===== src/rtl/sort_ctrl_pkg.sv =====
// Shared types and helpers for sorter-sharing controllers.
package sort_ctrl_pkg;

   typedef enum logic [1:0] {
      IDLE   = 2'd0,
      LAUNCH = 2'd1,
      RUN    = 2'd2,
      RESP   = 2'd3
   } arb_state_t;

   // Bits needed to count 0 .. timeout-1 (never less than one).
   function automatic int cnt_width(input int timeout);
      return (timeout > 1) ? $clog2(timeout) : 1;
   endfunction

endpackage


===== src/rtl/rr_arbiter.sv =====
// Combinational round-robin picker: first valid requester at or after ptr, cyclically.
module rr_arbiter #(
   parameter int NREQ  = 3,
   parameter int PTR_W = $clog2(NREQ)
) (
   input  logic [NREQ-1:0]  req_valid,
   input  logic [PTR_W-1:0] ptr,
   output logic [NREQ-1:0]  grant,
   output logic [PTR_W-1:0] grant_idx
);

   always_comb begin
      int   idx;
      logic found;
      // NOTE: every output gets a default before the loop, so no path can leave a latch behind.
      grant     = '0;
      grant_idx = '0;
      found     = 1'b0;
      for (int i = 0; i < NREQ; i++) begin
         idx = int'(ptr) + i;
         if (idx >= NREQ) idx = idx - NREQ;
         if (!found && req_valid[idx]) begin
            grant[idx] = 1'b1;
            grant_idx  = PTR_W'(idx);
            found      = 1'b1;
         end
      end
   end

endmodule


===== src/rtl/sort_job_arbiter.sv =====
// Shares one sorter among NREQ requesters: round-robin pick, launch, collect, return result.
module sort_job_arbiter
   import sort_ctrl_pkg::*;
#(
   parameter int NREQ    = 3,
   parameter int N       = 6,
   parameter int WIDTH   = 8,
   parameter int TIMEOUT = 64
) (
   input  logic                      clk,
   input  logic                      rst,
   input  logic [NREQ-1:0]           req_valid,
   output logic [NREQ-1:0]           req_ready,
   input  logic [NREQ*N*WIDTH-1:0]   req_data,
   output logic [NREQ-1:0]           rsp_valid,
   input  logic [NREQ-1:0]           rsp_ready,
   output logic [N*WIDTH-1:0]        rsp_data,
   output logic                      srt_start,
   output logic [N*WIDTH-1:0]        srt_data_in,
   input  logic                      srt_done,
   input  logic [N*WIDTH-1:0]        srt_data_sorted,
   output logic                      busy,
   output logic                      err_timeout
);

   localparam int JOB_W = N * WIDTH;
   localparam int PTR_W = $clog2(NREQ);
   localparam int CNT_W = cnt_width(TIMEOUT);
   localparam logic [PTR_W-1:0] PTR_LAST = PTR_W'(NREQ - 1);
   localparam logic [CNT_W-1:0] CNT_LAST = CNT_W'(TIMEOUT - 1);

   arb_state_t        state_q, state_d;
   logic [PTR_W-1:0]  ptr_q, ptr_d;
   logic [PTR_W-1:0]  owner_q, owner_d;
   logic [JOB_W-1:0]  opnd_q, opnd_d;
   logic [JOB_W-1:0]  result_q, result_d;
   logic [CNT_W-1:0]  cnt_q, cnt_d;
   logic              err_q, err_d;

   logic [NREQ-1:0]   grant;
   logic [PTR_W-1:0]  grant_idx;

   rr_arbiter #(
      .NREQ  (NREQ),
      .PTR_W (PTR_W)
   ) u_rr (
      .req_valid (req_valid),
      .ptr       (ptr_q),
      .grant     (grant),
      .grant_idx (grant_idx)
   );

   always_comb begin
      state_d  = state_q;
      ptr_d    = ptr_q;
      owner_d  = owner_q;
      opnd_d   = opnd_q;
      result_d = result_q;
      cnt_d    = cnt_q;
      err_d    = err_q;
      unique case (state_q)
         IDLE: begin
            if (|grant) begin
               opnd_d  = req_data[int'(grant_idx)*JOB_W +: JOB_W];
               owner_d = grant_idx;
               ptr_d   = (grant_idx == PTR_LAST) ? '0 : grant_idx + 1'b1;
               state_d = LAUNCH;
            end
         end
         LAUNCH: begin
            cnt_d   = '0;
            state_d = RUN;
         end
         RUN: begin
            // done beats the terminal count when both land in the same cycle
            if (srt_done) begin
               result_d = srt_data_sorted;
               state_d  = RESP;
            end else if (cnt_q == CNT_LAST) begin
               err_d   = 1'b1;
               state_d = IDLE;
            end else begin
               cnt_d = cnt_q + 1'b1;
            end
         end
         RESP: begin
            if (rsp_ready[owner_q]) state_d = IDLE;
         end
      endcase
   end

   // NOTE: flops only take <=; all next-state arithmetic stays in the always_comb above.
   always_ff @(posedge clk) begin
      if (rst) begin
         state_q  <= IDLE;
         ptr_q    <= '0;
         owner_q  <= '0;
         // NOTE: operand/result registers are reset too, so srt_data_in and rsp_data read 0 after rst.
         opnd_q   <= '0;
         result_q <= '0;
         cnt_q    <= '0;
         err_q    <= 1'b0;
      end else begin
         state_q  <= state_d;
         ptr_q    <= ptr_d;
         owner_q  <= owner_d;
         opnd_q   <= opnd_d;
         result_q <= result_d;
         cnt_q    <= cnt_d;
         err_q    <= err_d;
      end
   end

   // Handshake strobes are masked during rst so nothing is accepted or launched that reset then discards.
   assign req_ready   = (state_q == IDLE && !rst) ? grant : '0;
   assign srt_start   = (state_q == LAUNCH) && !rst;
   assign srt_data_in = opnd_q;
   assign rsp_data    = result_q;
   assign busy        = (state_q != IDLE);
   assign err_timeout = err_q;

   always_comb begin
      rsp_valid = '0;
      if (state_q == RESP && !rst) rsp_valid[owner_q] = 1'b1;
   end

endmodule


===== config.mk =====
export PLATFORM = sky130hd
export DESIGN_NAME = sort_job_arbiter
export DESIGN_NICKNAME = d
export VERILOG_FILES = /design/src/rtl/sort_ctrl_pkg.sv /design/src/rtl/rr_arbiter.sv /design/src/rtl/sort_job_arbiter.sv
export SDC_FILE = /design/constraint.sdc
export NUM_CORES = 1
export LEC_CHECK = 0
export BUFFER_PORTS_ARGS = -buffer_cell sky130_fd_sc_hd__buf_2
export CORE_MARGIN = 8
export CORE_UTILIZATION = 30
export CTS_BUF_LIST = sky130_fd_sc_hd__clkbuf_4
export CTS_CLUSTER_DIAMETER = 50
export DETAILED_ROUTE_END_ITERATION = 7
export SYNTH_ARGS = -nofsm -noshare
export SYNTH_HDL_FRONTEND = slang
export SYNTH_SLANG_ARGS = --single-unit

===== constraint.sdc =====
create_clock -name clk -period 2.83 [get_ports clk]
set_clock_uncertainty 0.15 [all_clocks]
set_input_delay 0.4245 -clock clk [delete_from_list [all_inputs] [get_ports clk]]
set_output_delay 0.4245 -clock clk [all_outputs]
set_load 0.02 [all_outputs]

* After elaboration in Yosys (flattened, before gate mapping) *
Index checks and enable logic that the tools add are counted.

operators by class
  div/mod/pow operators = 0
  $lt $le $gt $ge = 11
  mux-type cells = 41
  shift operators = 1
  $mul = 1
  equality and inequality tests = 10
  bitwise gates (word level) = 3
  reduce and logical (&&, ||, !) cells = 21
  $add $sub $neg = 7

operator list
  kind                   number
  $shiftx 144x9->48      1
  $ge 32x1->1 const B    3
  $lt 32x4->1 const B    3
  $mux 32                3
  $ge 32x3->1 const B    2
  $sub 32x3->32 const B  2
  $mux 2                 8
  $mux 3                 5
  $mux 1                 13
  $mux 6                 2
  $pmux 6 s2             1
  $logic_and 1x1->1      9
  $reduce_and 3->1       3
  $bmux 1 s2             4
  $demux 1 s2            4
  $ne 2x2->1 const B     4
  $pmux 2 s4             1
  $add 6x1->6 const B    1
  $eq 2x2->1 const B     3
  $eq 6x6->1 const B     1
  $or 3x3->3             2
  $mul 2x2->4 const B    1
  $reduce_and 2->1       2
  $reduce_bool 2->1      2
  13 further kinds       15

word-level totals
  bits in writable memories = 0
  memory bits (read-only) = 0
  output and inout port bits = 105
  latch bits = 0
  flip-flop bits (word level) = 109
  bits of input ports = 201
  memories = 0

* Longest topological paths before layout *
Gate-level depths: netlist of run 1.

  depth after elaboration = 15
  gate-level depth with buffers = 11
  gate-level depth less buffers = 8

* Cells and area by module *
From an unflattened synthesis of run 1, not the netlist that was laid out.

second synthesis, totals
  cells, all modules = 674
  area total of the unflattened synthesis = 5230.0 sq um

modules (own cells, without submodules)
  module            sequential area each (sq um)  area an instance (sq um)  cells each  instances
  sort_job_arbiter  2182.1                        4897.2                    622         1
  rr_arbiter        0.0                           332.8                     52          1

* Least setup slack after synthesis of run 1 *
Ideal clock, no wire load.

  path type = register to output
  from = reg ptr_q[0]
  to = out req_ready[0]
  slack = 0.145 ns
  cell stages (with the launch flop) = 9
  arrival time = 2.111 ns
  path buffers = 1
  cell sequence = dfxtp_1 inv_1 ha_1 buf_4 and4bb_1 a31o_1 o211ai_1 a31oi_1 nor3b_1

between the ends
  word-level cells in the longest chain between the ends = 13
  elaborated cells between the ends (all ways) = 47
  classes of those cells = add/sub (5); order compare (9); mux (24); bitwise (2); reduce/logical (7)

RTL lines
  what                                                                    RTL line                 RTL
  start, declared                                                         sort_job_arbiter.sv:33   logic [PTR_W-1:0] ptr_q, ptr_d;
  start signal, assigned                                                  sort_job_arbiter.sv:105  ptr_q <= ptr_d;
  parallel branches: the longest is 11 deep, another holds $sub 32x3->32  -
  $mux 3 *                                                                rr_arbiter.sv:22         if (!found && req_valid[idx]) begin
  $mux 3 *                                                                sort_job_arbiter.sv:115  assign req_ready = (state_q == IDLE && !rst) ? grant : '0;
  end, declared                                                           sort_job_arbiter.sv:13   output logic [NREQ-1:0] req_ready,

Every way passes the cells marked *. The select of a mux whose other input is x is not followed.

* Worst setup path after layout of run 1 *
  from = reg ptr_q[1]
  to = out req_ready[0]

Same word-level chain as after synthesis.

==> summary.txt, run 1 <==
Status
  – Status: finished with violations
  – Violated checks: negative setup slack

Logic synthesis
  – Mapped Avg Cell Area: 8.68 µm²
  – Synthesized flop and latch total: 109
  – Register area share after synthesis: 0.380
  – Synth Flop Type: dfxtp_1
  – Cells after synthesis: roughly 660
  – Asr flop ratio synth: 0
  – Post-Syn Area: 0.00574 mm²
  – Post-Syn Nets: roughly 870
  – Synth unique cells: 47
  – Synth warnings: 0
  – Number of synthesized flops with an enable pin: 0

Floorplan
  – Die area: ~0.024 mm²
  – Rows: 50
  – Die Wd: about 150 µm
  – Die height: roughly 150 µm
  – Initial Utilization: 0.306
  – Core area: between 0.015 and 0.02 mm²
  – Ports: 306

Finish
  – Most common cell after layout, fill and taps aside: buf_2
  – Most frequent cells in the layout: 301 x buf_2, 107 x nand2_1, 107 x dfxtp_1, 101 x a21oi_1, 99 x mux2i_1
  – Fin area: about 0.0086 mm²
  – Layout cells sized above 1: 0.390
  – Core Util, Final: 0.458
  – Area growth syn-to-layout: 49.9%
  – Fillers: 1,865
  – Nets: about 1,200

Flow run
  – Total of max-cap violations: 0

Drt
  – Antenna viol nets, final: 0
  – Via-to-Cell Ratio: 4.85
  – Iter 0 DRT Violations: around 300
  – Via count: approximately 6,100
  – Detailed-route DRC error count: 0
  – DRT Pass-1 Iters: 4
  – WL final: approximately 22 mm
  – Wire per inst: 17.5 µm

GRT
  – Remaining global-route overflow: 0
  – Largest net degree at the start of global routing: 89
  – Vias in the first global route: between 6,000 and 7,000
  – First-pass GRT wire length: around 33 mm
  – Global Route Usage Sum: 0.171
  – Initial antenna violation count: 2

Placed design
  – Gpl congestion: about 0.76
  – PortBufs: between 300 and 400
  – Placed cell areas: between 0.007 and 0.008 mm²
  – Detailed Place HPWL: roughly 15 mm

Setup path
  – Crit path required time: ~2300 ps
  – Crit. Startpoint: ptr_q[1]
  – Critical path fanouts, max: 5
  – Crit path kind: register to primary output
  – Worst R2R End: owner_q[0]
  – Reg2Reg Setup Slack: around 50 ps
  – Worst R2R Path Depth: 12
  – CP arrival: approximately 2300 ps
  – Critical Path Source Type: register
  – Reg-to-reg startpoint: ptr_q[1]
  – Crit end category: primary output

Power and ir drop
  – P_leak: roughly 4.0 nW
  – Worst-case vdd ir drop: between 0.0004 and 0.0005 V
  – Pwr/cell area: approximately 850 mW/mm²
  – Power Total: 0.00731 W

Hold path
  – Hold-critical path depth: 4
  – Worst Hold Class: input pin to register
  – Worst hold start: srt_done
  – Hold Path End: err_timeout

Clock tree
  – Clock Tree Buf Depth: 2
  – Root Buffer: clkbuf_4
  – TritonCTS Buffers: 9
  – CTS H-tree lvls: 3
  – CTS tree: yes
  – CTS Sinks: ~110
  – Worst-skew pair later-pin latency: 480 ps
  – Clk slew on worst S/H paths: 180 ps

STA
  – Worst-Margin Slew: about 520 ps
  – Fin crit period: ~2900 ps
  – RSZ-0062 raised after global routing: yes
  – Setup TNS: -101 ps
  – Slew Limit Headroom: 0.648
  – Final worst slack: -42.5 ps
  – Final setup fails: 3
  – Max-slew violations: 0
  – Tcrit/Tclk final: 1.02
  – Max Freq: approximately 350 MHz
  – Final hold vios: 0
logic make-up after synthesis:
kind of cell,synth area share
AOI/OAI and AO/OA,0.189
xor gates and xnor gates,0.00611
adders and majority gates,0.0109
buffers and inverters,0.0587
DFF,0.380
muxes,0.183
and+or+nand+nor,0.171
area by class of cell:
cell class | count | area, µm² | area share
Clock buffer | 10 | 75.1 | 0.00873
Multi-Input combinational cell | 486 | 3340 | 0.388
Clock inverter | 6 | 82.6 | 0.00960
Sequential cell | 109 | 2190 | 0.255
Antenna cell | 2 | 5.00 | 0.000582
Tap cell | 234 | 293 | 0.0340
Inverter | 7 | 31.3 | 0.00364
Timing Repair Buffer | 398 | 2580 | 0.301
synthesized netlist by cell type (2+ instances only):
cell      number  area, µm²
dfxtp_1      109       2180
ha_1           5       62.6
nand2_1      107        402
a31oi_1        3       18.8
a21oi_1      101        505
buf_6          8       90.1
nand3b_1       2       15.0
nand3_1        2       10.0
buf_1          3       11.3
o21ai_1        2       10.0
nor2_1        15       56.3
nor3b_1        4       30.0
nor2b_1        5       31.3
nor4_1         2       12.5
o211ai_1       2       15.0
mux2_2         4       45.0
buf_2          7       35.0
xor2_1         4       35.0
o21ai_0        3       15.0
mux2i_1       99        991
a211o_1       48        420
clkbuf_1      39        146
nand2b_1      55        344
and3_1         2       12.5
inv_1          7       26.3
nand4_1        2       12.5
through the flow:
stage	std cells	hold slack (ps)	setup slack, ps
floorplan	661	329	145
global placement	1160	289	70.1
detailed placement	1160	293	-40.4
CTS	1231	95.7	-136
global route	1252	134	-206
finish	1252	160	-42.5
power breakdown:
| part | switching, W | leakage, nW | internal [W] |
|---|---|---|---|
| sequential | 0.000177 | 0.892 | 0.00186 |
| clock | 0.000582 | 0.0819 | 0.000298 |
| combinational | 0.00226 | 3.06 | 0.00213 |
worst max-delay path by stage:
stage,to,slack [ps],cells after the start
final,req_ready[0],-40,9
after global placement,srt_data_in[15],70,10
after global routing,req_ready[0],-210,9
after detailed placement,srt_data_in[24],-40,9
after CTS,req_ready[0],-140,9
after floorplan,req_ready[0],140,8
what timing repair did:
item,4_1_cts,5_1_grt
hold buffers,48,0
pin swaps,7,8
setup buffers,7,13
resized for setup,21,16
cloned,0,7
endpoints found under the hold margin,48,0
endpoints found under the setup margin,22,43
flip-flops by register name, indices dropped and copies added (netlist names):
| name | flops |
|---|---|
| err_timeout | 1 |
| state_q | 2 |
| srt_data_in | 48 |
| rsp_data | 48 |
| cnt_q | 6 |
| ptr_q | 2 |
| owner_q | 2 |
routing by layer:
metal,global-route usage,routed length [µm],part of all wire,vias up
met5,0,0,0,-
met4,0.0751,650,0.030,0
met3,0.0396,1100,0.050,46
met2,0.297,11000,0.50,176
met1,0.196,9210,0.42,2846
li1,-,-,-,3009
worst max-delay path, stage by stage (launching register included):
cell	delay (ps)
dfxtp_4	410
inv_4	40
ha_4	170
buf_6	120
and4bb_1	180
a31o_1	190
o211ai_1	240
a31oi_4	130
nor3b_2	170
buf_4	180
Note: power is estimated with default switching activity, not from simulation.
==> run 2: changes to the inputs <==
--- a/config.mk
+++ b/config.mk
@@ -11,6 +11,7 @@
 export CTS_BUF_LIST = sky130_fd_sc_hd__clkbuf_4
 export CTS_CLUSTER_DIAMETER = 50
 export DETAILED_ROUTE_END_ITERATION = 7
+export SETUP_SLACK_MARGIN = 0.15
 export SYNTH_ARGS = -nofsm -noshare
 export SYNTH_HDL_FRONTEND = slang
 export SYNTH_SLANG_ARGS = --single-unit
==> summary.txt, run 2 (synthesized netlist as in run 1, its figures left out) <==
Clock tree
  – Root Buffer: clkbuf_4
  – Clock Tree Buf Depth: 2
  – CTS Sinks: around 110
  – Clk slew on worst S/H paths: 170 ps
  – CTS tree: yes
  – Worst-skew pair later-pin latency: about 460 ps
  – TritonCTS Buffers: 9
  – CTS H-tree lvls: 3

Finish
  – FF+latch area: about 0.0022 mm²
  – Area growth syn-to-layout: 49.8%
  – Most common cell after layout, fill and taps aside: buf_2
  – Fillers: 1,842
  – Core Util, Final: 0.458
  – Nets: 1,218
  – Most frequent cells in the layout: 301 x buf_2, 107 x dfxtp_1, 106 x nand2_1, 101 x a21oi_1, 98 x mux2i_1
  – Post-route insts no fill: ~1,300
  – Layout cells sized above 1: 0.390
  – Area of the multi-input gates: ~0.0033 mm²

GRT
  – Remaining global-route overflow: 0
  – Global Route Usage Sum: 0.167
  – Largest net degree at the start of global routing: just over 100
  – Vias in the first global route: ~5,900
  – First-pass GRT wire length: about 32 mm
  – Initial antenna violation count: 2

Floorplan
  – Rows: 50
  – Core area: around 0.019 mm²
  – Die Wd: 154 µm
  – Die area: roughly 0.024 mm²
  – Initial Utilization: 0.306
  – Ports: between 300 and 400
  – Die height: 154 µm

STA
  – Final hold slack: 141 ps
  – Slew Limit Headroom: 0.607
  – Final hold vios: 0
  – Final setup fails: 9
  – Final worst slack: -72.0 ps
  – Max-slew violations: 0
  – Fin crit period: between 2000 and 3000 ps
  – Tcrit/Tclk final: 1.03
  – Worst-Margin Slew: 589 ps
  – RSZ-0062 raised after global routing: yes
  – Max Freq: around 340 MHz

Drt
  – Detailed-route DRC error count: 0
  – Via count: slightly above 6,000
  – Via-to-Cell Ratio: a little under 5
  – WL final: around 21 mm
  – Iter 0 DRT Violations: around 320
  – Antenna viol nets, final: 0
  – DRT Pass-1 Iters: 4
  – Wire per inst: 16.8 µm

Power and ir drop
  – Worst-case vdd ir drop: ~0.00038 V
  – P_leak: around 4.0 nW
  – Pwr/cell area: roughly 820 mW/mm²

Placed design
  – Cells after DPL: between 1,000 and 1,500
  – PortBufs: about 310
  – Gpl congestion: between 0.8 and 0.9
  – Detailed Place HPWL: 15.0 mm

Setup path
  – Crit path kind: register to primary output
  – Critical Path Source Type: register
  – Worst R2R Path Depth: 12
  – Crit end category: primary output
  – Crit path required time: ~2300 ps
  – Critical path fanouts, max: 5
  – CP arrival: between 2000 and 2500 ps

Hold path
  – Hold-critical path depth: 2
  – Worst Hold Class: input pin to register

Status
  – Violated checks: negative setup slack
  – Status: finished with violations

Flow run
  – Total of max-cap violations: 0
==> run 2: path summary, 6_finish.rpt <==
kind / end / startpoint / slack (ps)
hold / removal: state_q[0] / rst / 140
setup reg to reg: owner_q[0] / ptr_q[1] / -60
setup / recovery: req_ready[1] / ptr_q[1] / -70
hold reg to reg: rsp_data[35] / rsp_data[35] / 310
==> run 2: stage by stage <==
stage,total power (W),worst slack (ps),cell area (µm²),setup TNS [ps]
floorplan,0.00449,189,5740,0
global placement,0.00551,103,7550,0
detailed placement,0.00554,102,7550,0
CTS,0.00701,-99.7,8470,-205
global route,0.00752,-236,8590,-6790
finish,0.00707,-72.0,8590,-298
==> run 2: what timing repair did <==
item,in CTS,in global routing
hold endpoints to repair,48,0
buffers inserted,13,10
hold buffers,48,0
pin swaps,10,5
endpoints found under the setup margin,54,55
gates cloned,2,0
resized for setup,31,13
==> run 2: metal layers <==
layer / vias to the layer above / share of wire / global-route usage / routed length [µm]
li1: 3015 / - / - / -
met1: 2872 / 0.41 / 0.188 / 8560
met2: 163 / 0.53 / 0.302 / 11100
met3: 27 / 0.044 / 0.0379 / 922
met4: 0 / 0.021 / 0.0574 / 431
met5: - / 0 / 0 / 0
==> run 2: final cells by class <==
cell class | instances | area share
diodes | 2 | 0.000582
inverters | 7 | 0.00335
multi-input cells | 486 | 0.388
clock inverters | 7 | 0.0122
well taps | 234 | 0.0341
clock buffers | 9 | 0.00786
flip-flops and latches | 109 | 0.254
repair buffers | 399 | 0.299
==> run 2: critical path: stages, from the launching register on <==
cell and delay, ps:
dfxtp_2 400, inv_4 50, ha_4 160, buf_6 120, mux2i_2 150, o22a_2 280
buf_4 150, a31oi_2 180, nor3b_2 210, buf_4 170
==> run 2: power breakdown <==
group	leakage [nW]	internal (W)	total, W	switching (W)
registers	0.892	0.00186	0.00203	0.000176
logic	3.05	0.00198	0.00412	0.00214
clock network	0.0943	0.000374	0.000921	0.000547
